`src/rtl/lpif_slave_pkg.sv`:
```
// Shared link-word layout and pack/unpack helpers for the LPIF link wrappers.
// Latency: none (types and pure functions only).
// Backpressure: not applicable.
package lpif_slave_pkg;

    localparam int STATE_BITS  = 4;
    localparam int PROTID_BITS = 2;
    localparam int DATA_BITS   = 64;
    localparam int CRC_BITS    = 4;
    localparam int WORD_BITS   = STATE_BITS + PROTID_BITS + DATA_BITS + CRC_BITS + 3;

    localparam int STATE_LSB  = 0;
    localparam int PROTID_LSB = 4;
    localparam int DATA_LSB   = 6;
    localparam int DVALID_BIT = 70;
    localparam int CRC_LSB    = 71;
    localparam int CRCV_BIT   = 75;
    localparam int VALID_BIT  = 76;

    // Declared MSB first so the packed image matches the LSB-first wire layout.
    typedef struct packed {
        logic                   valid;
        logic                   crc_valid;
        logic [CRC_BITS-1:0]    crc;
        logic                   dvalid;
        logic [DATA_BITS-1:0]   data;
        logic [PROTID_BITS-1:0] protid;
        logic [STATE_BITS-1:0]  state;
    } lpif_word_t;

    function automatic lpif_word_t lpif_pack(
        input logic [STATE_BITS-1:0]  state,
        input logic [PROTID_BITS-1:0] protid,
        input logic [DATA_BITS-1:0]   data,
        input logic                   dvalid,
        input logic [CRC_BITS-1:0]    crc,
        input logic                   crc_valid,
        input logic                   valid
    );
        lpif_word_t w;
        w.state     = state;
        w.protid    = protid;
        w.data      = data;
        w.dvalid    = dvalid;
        w.crc       = crc;
        w.crc_valid = crc_valid;
        w.valid     = valid;
        return w;
    endfunction

    function automatic lpif_word_t lpif_unpack(input logic [WORD_BITS-1:0] raw);
        lpif_word_t w;
        w.state     = raw[STATE_LSB  +: STATE_BITS];
        w.protid    = raw[PROTID_LSB +: PROTID_BITS];
        w.data      = raw[DATA_LSB   +: DATA_BITS];
        w.dvalid    = raw[DVALID_BIT];
        w.crc       = raw[CRC_LSB    +: CRC_BITS];
        w.crc_valid = raw[CRCV_BIT];
        w.valid     = raw[VALID_BIT];
        return w;
    endfunction

    // Idle filler: only the state field is meaningful, every valid bit is low.
    function automatic lpif_word_t lpif_idle(input logic [STATE_BITS-1:0] state);
        lpif_word_t w;
        w       = '0;
        w.state = state;
        return w;
    endfunction

endpackage

```
`src/rtl/lpif_skid2.sv`:
```
// Generic 2-entry valid/ready FIFO used as a skid buffer.
// Latency: 1 cycle from push to head; no combinational in->out path.
// Backpressure: in_rdy is registered, low while both entries are occupied.
module lpif_skid2 #(
    parameter int W = 8
) (
    input  logic         clk,
    input  logic         rst,
    input  logic         in_vld,
    output logic         in_rdy,
    input  logic [W-1:0] in_dat,
    output logic         out_vld,
    input  logic         out_rdy,
    output logic [W-1:0] out_dat,
    output logic [1:0]   cnt
);

    logic [W-1:0] mem [0:1];
    logic         wr_ptr;
    logic         rd_ptr;
    logic [1:0]   cnt_q;
    logic [1:0]   cnt_nxt;
    logic         push;
    logic         pop;

    assign push    = in_vld & in_rdy;
    assign pop     = out_vld & out_rdy;
    assign out_vld = (cnt_q != 2'd0);
    assign out_dat = mem[rd_ptr];
    assign cnt     = cnt_q;

    // Occupancy only moves when exactly one of push/pop fires.
    always_comb begin
        cnt_nxt = cnt_q;
        case ({push, pop})
            2'b10:   cnt_nxt = cnt_q + 2'd1;
            2'b01:   cnt_nxt = cnt_q - 2'd1;
            default: cnt_nxt = cnt_q;
        endcase
    end

    // Storage, pointers, occupancy and the registered ready.
    always_ff @(posedge clk or posedge rst) begin
        if (rst) begin
            mem[0] <= '0;
            mem[1] <= '0;
            wr_ptr <= 1'b0;
            rd_ptr <= 1'b0;
            cnt_q  <= 2'd0;
            in_rdy <= 1'b0;
        end else begin
            if (push) begin
                mem[wr_ptr] <= in_dat;
                wr_ptr      <= ~wr_ptr;
            end
            if (pop) begin
                rd_ptr <= ~rd_ptr;
            end
            cnt_q  <= cnt_nxt;
            in_rdy <= (cnt_nxt < 2'd2);
        end
    end

    a_cnt_range: assert property (@(posedge clk) disable iff (rst) cnt_q <= 2'd2);
    a_no_ovf:    assert property (@(posedge clk) disable iff (rst) !(push && !pop && cnt_q == 2'd2));
    a_no_unf:    assert property (@(posedge clk) disable iff (rst) !(pop && cnt_q == 2'd0));

endmodule

```
`src/rtl/lpif_txrx_x4_asym2_full_slave_pipe.sv`:
```
// Slave-side LPIF link wrapper: unpacks rx link words, packs tx beats with idle fill.
// Latency: RX 1 cycle; TX 1 cycle through a 2-entry skid FIFO.
// Backpressure: ustrm_ready registered, drops when the skid holds 2 words.
module lpif_txrx_x4_asym2_full_slave_pipe
    import lpif_slave_pkg::*;
#(
    parameter int STATE_W  = 4,
    parameter int PROTID_W = 2,
    parameter int DATA_W   = 64,
    parameter int CRC_W    = 4,
    parameter int WORD_W   = 77
) (
    input  logic                clk,
    input  logic                rst,
    input  logic [WORD_W-1:0]   rxfifo_downstream_data,
    input  logic                rxfifo_downstream_vld,
    output logic [STATE_W-1:0]  dstrm_state,
    output logic [PROTID_W-1:0] dstrm_protid,
    output logic [DATA_W-1:0]   dstrm_data,
    output logic                dstrm_dvalid,
    output logic [CRC_W-1:0]    dstrm_crc,
    output logic                dstrm_crc_valid,
    output logic                dstrm_valid,
    output logic                dstrm_state_chg,
    input  logic [STATE_W-1:0]  ustrm_state,
    input  logic [PROTID_W-1:0] ustrm_protid,
    input  logic [DATA_W-1:0]   ustrm_data,
    input  logic                ustrm_dvalid,
    input  logic [CRC_W-1:0]    ustrm_crc,
    input  logic                ustrm_crc_valid,
    input  logic                ustrm_valid,
    output logic                ustrm_ready,
    output logic [WORD_W-1:0]   txfifo_upstream_data,
    output logic                txfifo_upstream_vld,
    input  logic                txfifo_upstream_ready,
    output logic [1:0]          tx_skid_cnt
);

    // The struct layout is fixed by the package; reject any other geometry.
    if (WORD_W != STATE_W + PROTID_W + DATA_W + CRC_W + 3 || WORD_W != WORD_BITS ||
        STATE_W != STATE_BITS || PROTID_W != PROTID_BITS || DATA_W != DATA_BITS ||
        CRC_W != CRC_BITS || VALID_BIT != WORD_W - 1) begin : g_bad_geometry
        $error("lpif_txrx_x4_asym2_full_slave_pipe: word geometry does not match lpif_word_t");
    end

    logic [1:0] rst_sync;
    logic       rst_int;

    // Assert immediately, release two clk edges after rst falls.
    always_ff @(posedge clk or posedge rst) begin
        if (rst) rst_sync <= 2'b11;
        else     rst_sync <= {rst_sync[0], 1'b0};
    end
    assign rst_int = rst_sync[1];

    lpif_word_t rx_word;
    assign rx_word = lpif_unpack(rxfifo_downstream_data);

    // RX register stage: fields load on vld, qualifiers clear on gaps.
    always_ff @(posedge clk or posedge rst_int) begin
        if (rst_int) begin
            dstrm_state     <= '0;
            dstrm_protid    <= '0;
            dstrm_data      <= '0;
            dstrm_dvalid    <= 1'b0;
            dstrm_crc       <= '0;
            dstrm_crc_valid <= 1'b0;
            dstrm_valid     <= 1'b0;
            dstrm_state_chg <= 1'b0;
        end else if (rxfifo_downstream_vld) begin
            dstrm_state     <= rx_word.state;
            dstrm_protid    <= rx_word.protid;
            dstrm_data      <= rx_word.data;
            dstrm_dvalid    <= rx_word.dvalid;
            dstrm_crc       <= rx_word.crc;
            dstrm_crc_valid <= rx_word.crc_valid;
            dstrm_valid     <= rx_word.valid;
            dstrm_state_chg <= (rx_word.state != dstrm_state);
        end else begin
            dstrm_dvalid    <= 1'b0;
            dstrm_crc_valid <= 1'b0;
            dstrm_valid     <= 1'b0;
            dstrm_state_chg <= 1'b0;
        end
    end

    lpif_word_t          push_word;
    logic [WORD_W-1:0]   head_dat;
    logic                head_vld;
    logic                skid_pop_rdy;
    logic [STATE_W-1:0]  held_state;
    logic                tx_push;

    // Every accepted beat is a real flit, so its valid bit is forced high.
    assign push_word    = lpif_pack(ustrm_state, ustrm_protid, ustrm_data, ustrm_dvalid,
                                    ustrm_crc, ustrm_crc_valid, 1'b1);
    assign tx_push      = ustrm_valid & ustrm_ready;
    assign skid_pop_rdy = txfifo_upstream_vld & txfifo_upstream_ready;

    lpif_skid2 #(.W(WORD_W)) u_skid (
        .clk     (clk),
        .rst     (rst_int),
        .in_vld  (ustrm_valid),
        .in_rdy  (ustrm_ready),
        .in_dat  (push_word),
        .out_vld (head_vld),
        .out_rdy (skid_pop_rdy),
        .out_dat (head_dat),
        .cnt     (tx_skid_cnt)
    );

    // Last accepted state, carried by idle words.
    always_ff @(posedge clk or posedge rst_int) begin
        if (rst_int)      held_state <= '0;
        else if (tx_push) held_state <= ustrm_state;
    end

    // The tx side always presents a word once out of reset.
    always_ff @(posedge clk or posedge rst_int) begin
        if (rst_int) txfifo_upstream_vld <= 1'b0;
        else         txfifo_upstream_vld <= 1'b1;
    end

    // Only registered sources feed the output: skid head or idle filler.
    assign txfifo_upstream_data = head_vld ? head_dat : lpif_idle(held_state);

endmodule

```
`config.mk`:
```
export PLATFORM = sky130hd
export DESIGN_NAME = lpif_txrx_x4_asym2_full_slave_pipe
export DESIGN_NICKNAME = d
export VERILOG_FILES = /design/src/rtl/lpif_slave_pkg.sv /design/src/rtl/lpif_skid2.sv /design/src/rtl/lpif_txrx_x4_asym2_full_slave_pipe.sv
export SDC_FILE = /design/constraint.sdc
export NUM_CORES = 1
export LEC_CHECK = 0
export ABC_AREA = 1
export CAP_MARGIN = 15
export CORE_MARGIN = 4
export CORE_UTILIZATION = 44
export CTS_BUF_LIST = sky130_fd_sc_hd__clkbuf_2 sky130_fd_sc_hd__clkbuf_4 sky130_fd_sc_hd__clkbuf_8
export DETAILED_ROUTE_END_ITERATION = 7
export PLACE_DENSITY = 0.79
export SETUP_SLACK_MARGIN = 0.4
export SLEW_MARGIN = 20
export SYNTH_ARGS = -nofsm -noshare
export SYNTH_HDL_FRONTEND = slang
export SYNTH_SLANG_ARGS = --single-unit
```
`constraint.sdc`:
```
create_clock -name clk -period 6.45 [get_ports clk]
set_clock_uncertainty 0.05 [all_clocks]
set_input_delay 0.9675 -clock clk [delete_from_list [all_inputs] [get_ports clk]]
set_output_delay 0.9675 -clock clk [all_outputs]
set_load 0.01 [all_outputs]
```
; ---- Word level (Yosys, flattened, before mapping)
; Cells that the tools add are included.
[totals]
ff_bits = 244
in_bits = 158
output_inout_bits = 159
wordCells = 47
[classes]
addsub = 2
n_lt_le_gt_ge = 4
eq_ne = 3
muxes = 12
n_bitwise = 7
reduce_logical = 2
[ops]
columns = operator, count
row1 = 77-bit two-way mux, 5
row2 = 154-bit bitwise mux, 1
row3 = 77-bit demux with 1-bit select, 1
row4 = "2-bit >= comparator, second input constant", 2
row5 = 1-bit two-way mux, 4
row6 = 4-bit != test, 1
row7 = 1-bit NOT with 2-bit output, 2
row8 = 2-bit one-hot mux with 2 select lines, 1
row9 = 1-bit bitwise AND, 3
row10 = "2-bit by 1-bit adder with 2-bit output, second input constant", 1
row11 = "2-bit by 1-bit equality test with 1-bit output, second input constant", 1
row12 = "2-bit equality test, second input constant", 1
row13 = "2-bit by 1-bit < comparator with 1-bit output, second input constant", 1
row14 = "2-bit < comparator, second input constant", 1
row15 = 1-bit NOT, 2
row16 = 2-bit nonzero test, 1
row17 = "2-bit by 1-bit subtractor with 2-bit output, second input constant", 1
row18 = 1-bit logical AND, 1

; ---- Longest topological paths before layout
[depth]
ltp_word = 6
mapped_depth = 10
ltp_nobuf = 10

; ---- Modules after synthesis
; A second synthesis with hierarchy kept.
[unflattened]
hier_cells = 1380
hier_area_um2 = 10776.6
[modules_own_cells]
columns = mod, instances, cells_per_inst, area_per_inst_um2, seq_area_each_um2
row1 = lpif_skid2, 1, 849, 6855.3, 3978.8
row2 = lpif_txrx_x4_asym2_full_slave_pipe, 1, 531, 3921.3, 2129.5

; ---- Worst setup path after synthesis
; No wires, ideal clock.
[synth_timing]
path_kind = register -> output
startpoint = reg u_skid.rd_ptr
endpoint = out txfifo_upstream_data[46]
arrival_time_ns = 1.178
required_time_ns = 5.432
slack_ns = 4.255
path_stages_with_launch = 7
n_path_buf = 3
cell_sequence = dfrtp_1 buf_2 inv_2 buf_2 buf_2 nand2_1 a21oi_1
[synth_via]
elab_chain_len = 5
[synth_lines]
columns = element, line
row1 = start: declaration, lpif_skid2.sv:20  ; logic rd_ptr;
row2 = start signal: assignment, lpif_skid2.sv:57  ; rd_ptr <= ~rd_ptr;
row3 = 1-bit NOT with 2-bit output (implied by the code), lpif_skid2.sv:29  ; assign out_dat = mem[rd_ptr];
row4 = 77-bit two-way mux (implied by the code) (3 in a row), lpif_skid2.sv:29
row5 = 77-bit two-way mux, lpif_txrx_x4_asym2_full_slave_pipe.sv:125  ; assign txfifo_upstream_data = head_vld ? head_dat : lpif_idle(held_state);
row6 = end: declaration, lpif_txrx_x4_asym2_full_slave_pipe.sv:33  ; output logic [WORD_W-1:0] txfifo_upstream_data,
; No other way between the ends. The select of a mux whose other input is x is not followed.

==> metrics.txt <==
# TYPE chip_impl_metric gauge
chip_impl_info{name="worst_r2r_endpoint",value="u_skid.mem[107]$_DFFE_PP0P_"} 1
chip_impl_metric{name="antenna_left",unit=""} 0
chip_impl_metric{name="vias_per_cell",unit=""} 4.96
chip_impl_metric{name="syn_area",unit="mm²"} 0.0102
chip_impl_metric{name="pre_cts_slack",unit="ns"} 2.87
chip_impl_metric{name="antennaDiodeCount",unit=""} 0
chip_impl_metric{name="count_of_instances_resized_after_the_clock_tree_is_built",unit=""} 0
chip_impl_info{name="synthDominantAreaCellType",value="dfrtp_1"} 1
chip_impl_info{name="yosys_most_used_dff",value="dfrtp_1"} 1
chip_impl_metric{name="largest_net_degree_at_the_start_of_global_routing",unit=""} 91
chip_impl_info{name="synth_top_cells_by_count",value="nand2_1 (541), dfrtp_1 (242), o21ai_0 (101)"} 1
chip_impl_metric{name="slew-limit-headroom",unit="%"} 37.0
chip_impl_metric{name="antenna_found_initial",unit=""} 0
chip_impl_metric{name="power-per-cell-area",unit="mW/mm²"} 436
chip_impl_metric{name="worst_ep_required_time",unit="ns"} 5.43
chip_impl_metric{name="flow.area_growth_from_synthesis",unit="%"} 40.8
chip_impl_metric{name="first_iter_violations",unit=""} 528
chip_impl_metric{name="worst_ep_arrival_time",unit="ns"} 3.04
chip_impl_metric{name="yosys.area_share.xor_xnor",unit="%"} 0.172
chip_impl_info{name="cpMostUsedCell",value="a21oi_1"} 1
chip_impl_metric{name="postCtsSetupBuffers",unit=""} 0
chip_impl_metric{name="fillerInstances",unit=""} 1908
chip_impl_metric{name="max-vdd-ir-drop",unit="V"} 0.000185
chip_impl_metric{name="globalRouteMet1Util",unit="%"} 26.8
chip_impl_metric{name="floorplan.initialDensity",unit="%"} 44.8
chip_impl_info{name="series_of_cell_instances_along_the_critical_path",value="nor2_4 -> buf_4 -> a21oi_1 -> a21oi_1 -> clkdlybuf4s50_1"} 1
chip_impl_metric{name="synth_simple_gate_area_share",unit="%"} 20.5
chip_impl_metric{name="grt_pass1_wl",unit="mm"} 46.6
chip_impl_metric{name="setup_ws",unit="ns"} 2.39
chip_impl_info{name="grt-busiest-layer",value="met2"} 1
chip_impl_info{name="yosysMostFrequentCell",value="nand2_1"} 1
chip_impl_info{name="crit_type",value="flop to output port"} 1
chip_impl_metric{name="global_route.usage.met2",unit="%"} 35.9
chip_impl_metric{name="overall_fraction_of_global_route_tracks_in_use",unit="%"} 21.9
chip_impl_metric{name="insertion_delay",unit="ns"} 0.54
chip_impl_metric{name="dp_hpwl",unit="mm"} 18.8
chip_impl_metric{name="die_wd",unit="µm"} 160
chip_impl_metric{name="post_synth_mux_area_share",unit="%"} 0
chip_impl_metric{name="route.detailed.drc",unit=""} 0
chip_impl_metric{name="synth.lib_cells_used.distinct",unit=""} 21
chip_impl_metric{name="die-height",unit="µm"} 160
chip_impl_info{name="cp-end-kind",value="output port"} 1
chip_impl_metric{name="period_share",unit="%"} 63.0
chip_impl_metric{name="cts_max_path_buffers",unit=""} 3
chip_impl_info{name="cp-start-kind",value="flop"} 1
chip_impl_metric{name="clock.fmax",unit="MHz"} 246
chip_impl_metric{name="seq_area_frac_synth",unit="%"} 60.0
chip_impl_metric{name="synthesis.area_per_instance",unit="µm²"} 8.35
chip_impl_metric{name="synth_largest_type_area_fraction",unit="%"} 59.5
chip_impl_metric{name="cts_htree_levels",unit=""} 2
chip_impl_info{name="tritoncts",value="done"} 1
chip_impl_metric{name="synthesis.instances",unit=""} 1219
chip_impl_metric{name="numClockSinks",unit=""} 244
chip_impl_metric{name="leakage",unit="nW"} 6.96
chip_impl_metric{name="gr-total-overflow",unit=""} 0
chip_impl_metric{name="min_period",unit="ns"} 4.06
chip_impl_info{name="outcome",value="complete, no violations"} 1
chip_impl_metric{name="worstMarginPinSlew",unit="ns"} 0.944
chip_impl_metric{name="critPathMaxFanout",unit=""} 50
chip_impl_metric{name="postLayoutCoreUtil",unit="%"} 63.1
chip_impl_info{name="crit-reg2reg-launch",value="u_skid.in_rdy$_DFF_PP0_"} 1
chip_impl_metric{name="groute.layer.met3.usage",unit="%"} 8.44
chip_impl_metric{name="ff2ff_path_depth",unit=""} 5
chip_impl_info{name="worst_hold_path_type",value="flop to async pin"} 1
chip_impl_metric{name="gp_congestion",unit=""} 0.803
chip_impl_metric{name="synth-compound-area-share",unit="%"} 11.9
chip_impl_metric{name="grt_pass1_vias",unit=""} 9288
chip_impl_metric{name="report.final.slew_viol_count",unit=""} 0
chip_impl_metric{name="holdBufCountCts",unit=""} 0
chip_impl_metric{name="timing.reg2reg.setup_slack",unit="ns"} 3.93
chip_impl_metric{name="floorplan.die_area",unit="mm²"} 0.0256
chip_impl_metric{name="async_flop_share",unit="%"} 100
chip_impl_metric{name="yosysWarningCount",unit=""} 0
chip_impl_info{name="grt_setup_unrepaired",value="false"} 1
chip_impl_info{name="synth_area_leaders",value="dfrtp_1 (59%), nand2_1 (20%), o21ai_0 (5.0%), a21oi_1 (4.0%), inv_1 (3.5%)"} 1
chip_impl_metric{name="post_synth_fa_ha_maj_area_fraction",unit="%"} 0.123
chip_impl_metric{name="dr.pass1.iters",unit=""} 5
chip_impl_metric{name="io_pins",unit=""} 317
chip_impl_metric{name="final_layout_size_suffix_gt1_share",unit="%"} 6.33
chip_impl_metric{name="num_vias",unit=""} 9078
chip_impl_metric{name="cts.reportedPaths.clkPinSlew",unit="ns"} 0.06
chip_impl_metric{name="number_of_flops_mapped_to_enable_cells_by_yosys",unit=""} 0
chip_impl_metric{name="port_buffers",unit=""} 316
chip_impl_metric{name="final_report_setup_violation_count",unit=""} 0
chip_impl_metric{name="wl",unit="mm"} 28.4
chip_impl_metric{name="num-nets-final",unit=""} 1674
chip_impl_info{name="crit_path_max_delay_cell_type",value="buf_4"} 1
chip_impl_metric{name="floorplan.core_area",unit="mm²"} 0.0227
chip_impl_metric{name="timing.setup.tns",unit="ns"} 0
chip_impl_info{name="clock_tree_root_driver_cell",value="clkbuf_8"} 1
chip_impl_metric{name="timing_hold_violations_final",unit=""} 0
chip_impl_info{name="synth_top_family_by_area",value="simple AND/OR/NAND/NOR gates"} 1
chip_impl_metric{name="postSynthNetCount",unit=""} 1378
chip_impl_metric{name="row_count",unit=""} 55
chip_impl_metric{name="cts_inserted_buffers",unit=""} 42
chip_impl_metric{name="routed_wire_length_per_instance",unit="µm"} 15.5
chip_impl_metric{name="yosys_register_bits",unit=""} 244
chip_impl_metric{name="cap_violations",unit=""} 0
chip_impl_metric{name="worst_path_largest_cell_delay",unit="ns"} 0.60
==> report_power, final <==
group / internal (W) / total (W) / switching, W
clock network: 0.000817 / 0.00144 / 0.000626
registers: 0.00205 / 0.00234 / 0.000286
logic: 0.00113 / 0.00247 / 0.00134
total: 0.00400 / 0.00625 / 0.00225
==> layer usage <==
layer  vias to the layer above  wire, µm
met4                         0       840
met3                        64      3030
met5                         -         0
li1                       4375         -
met1                      4260     10900
met2                       379     13600
==> area by class of cell <==
cell class | count | area, µm² | share of cell area [%]
flip-flops and latches | 244 | 6110 | 42.6
multi-input cells | 802 | 3370 | 23.5
repair buffers | 327 | 3250 | 22.7
clock buffers | 68 | 830 | 5.79
inverters | 98 | 372 | 2.59
well taps | 285 | 357 | 2.49
clock inverters | 8 | 51.3 | 0.358
==> cell families (layout without fill, tap and decap cells) <==
family	count (synthesis)	after routing
other cells	2	2
fa+ha+maj	1	1
simple gates	554	554
compound gates	243	243
xor+xnor	2	2
buf+inv	173	501
flops	244	244
==> cells in the final DEF (no fill, tap or decap) <==
cell             netlist  layout
ha_1                   1       1
buf_2                 23       1
a21oi_1               82      82
inv_2                  2       2
clkbuf_4               0      17
conb_1                 2       2
clkinv_2               0       4
inv_6                  0       1
clkdlybuf4s50_1        0     315
xnor2_1                1       1
o21ai_0              101     101
xor2_1                 1       1
or2_4                  0       1
nand2_1              541     541
or2_2                  1       1
dfrtp_1              242     241
dfstp_2                2       2
o21ai_1               60      60
buf_12                 0       1
nand4_1                1       1
buf_4                  0      10
clkbuf_8               0      51
nand3_4                0       1
clkinvlp_4             0       4
nor2_1                 7       6
nor2_4                 0       1
nand3_1                3       2
inv_1                 96      95
dfrtp_2                0       1
==> registers in the layout, summed over array words and instances, names as in the netlist, 2 cells and up, named ones only <==
| name | flops |
|---|---|
| dstrm_protid | 2 |
| dstrm_crc | 4 |
| u_skid.mem | 154 |
| rst_sync | 2 |
| dstrm_state | 4 |
| held_state | 4 |
| dstrm_data | 64 |
==> how the worst max path moves through the flow <==
stage                            endpoint  slack, ns  depth (start not counted)
4_1_cts           txfifo_upstream_data[3]       2.33                          5
3_5_place_dp   u_skid.mem[93]$_DFFE_PP0P_       2.87                          6
5_1_grt           txfifo_upstream_data[3]       2.25                          5
2_1_floorplan                   async pin       2.85                          1
6_report          txfifo_upstream_data[3]       2.39                          5
3_3_place_gp   u_skid.mem[81]$_DFFE_PP0P_       2.93                          6
==> critical path, delay by kind of cell, from the launching register on <==
kind	cells	cell delay (ns)
buffers and inverters	2	1.19
and+or+nand+nor	1	0.59
DFF	1	0.44
AOI/OAI and AO/OA	2	0.26
==> metrics by stage <==
stage / power (W) / instances / hold slack (ns) / instance area (µm²)
finish: 0.00625 / 1832 / 0.191 / 14300
global route: 0.00670 / 1832 / 0.219 / 14300
CTS: 0.00632 / 1831 / 0.306 / 14300
detailed placement: 0.00484 / 1755 / 0.299 / 13400
global placement: 0.00476 / 1755 / 0.296 / 13400
floorplan: 0.00366 / 1219 / 0.295 / 10200
Note: power is estimated with default switching activity, not from simulation.
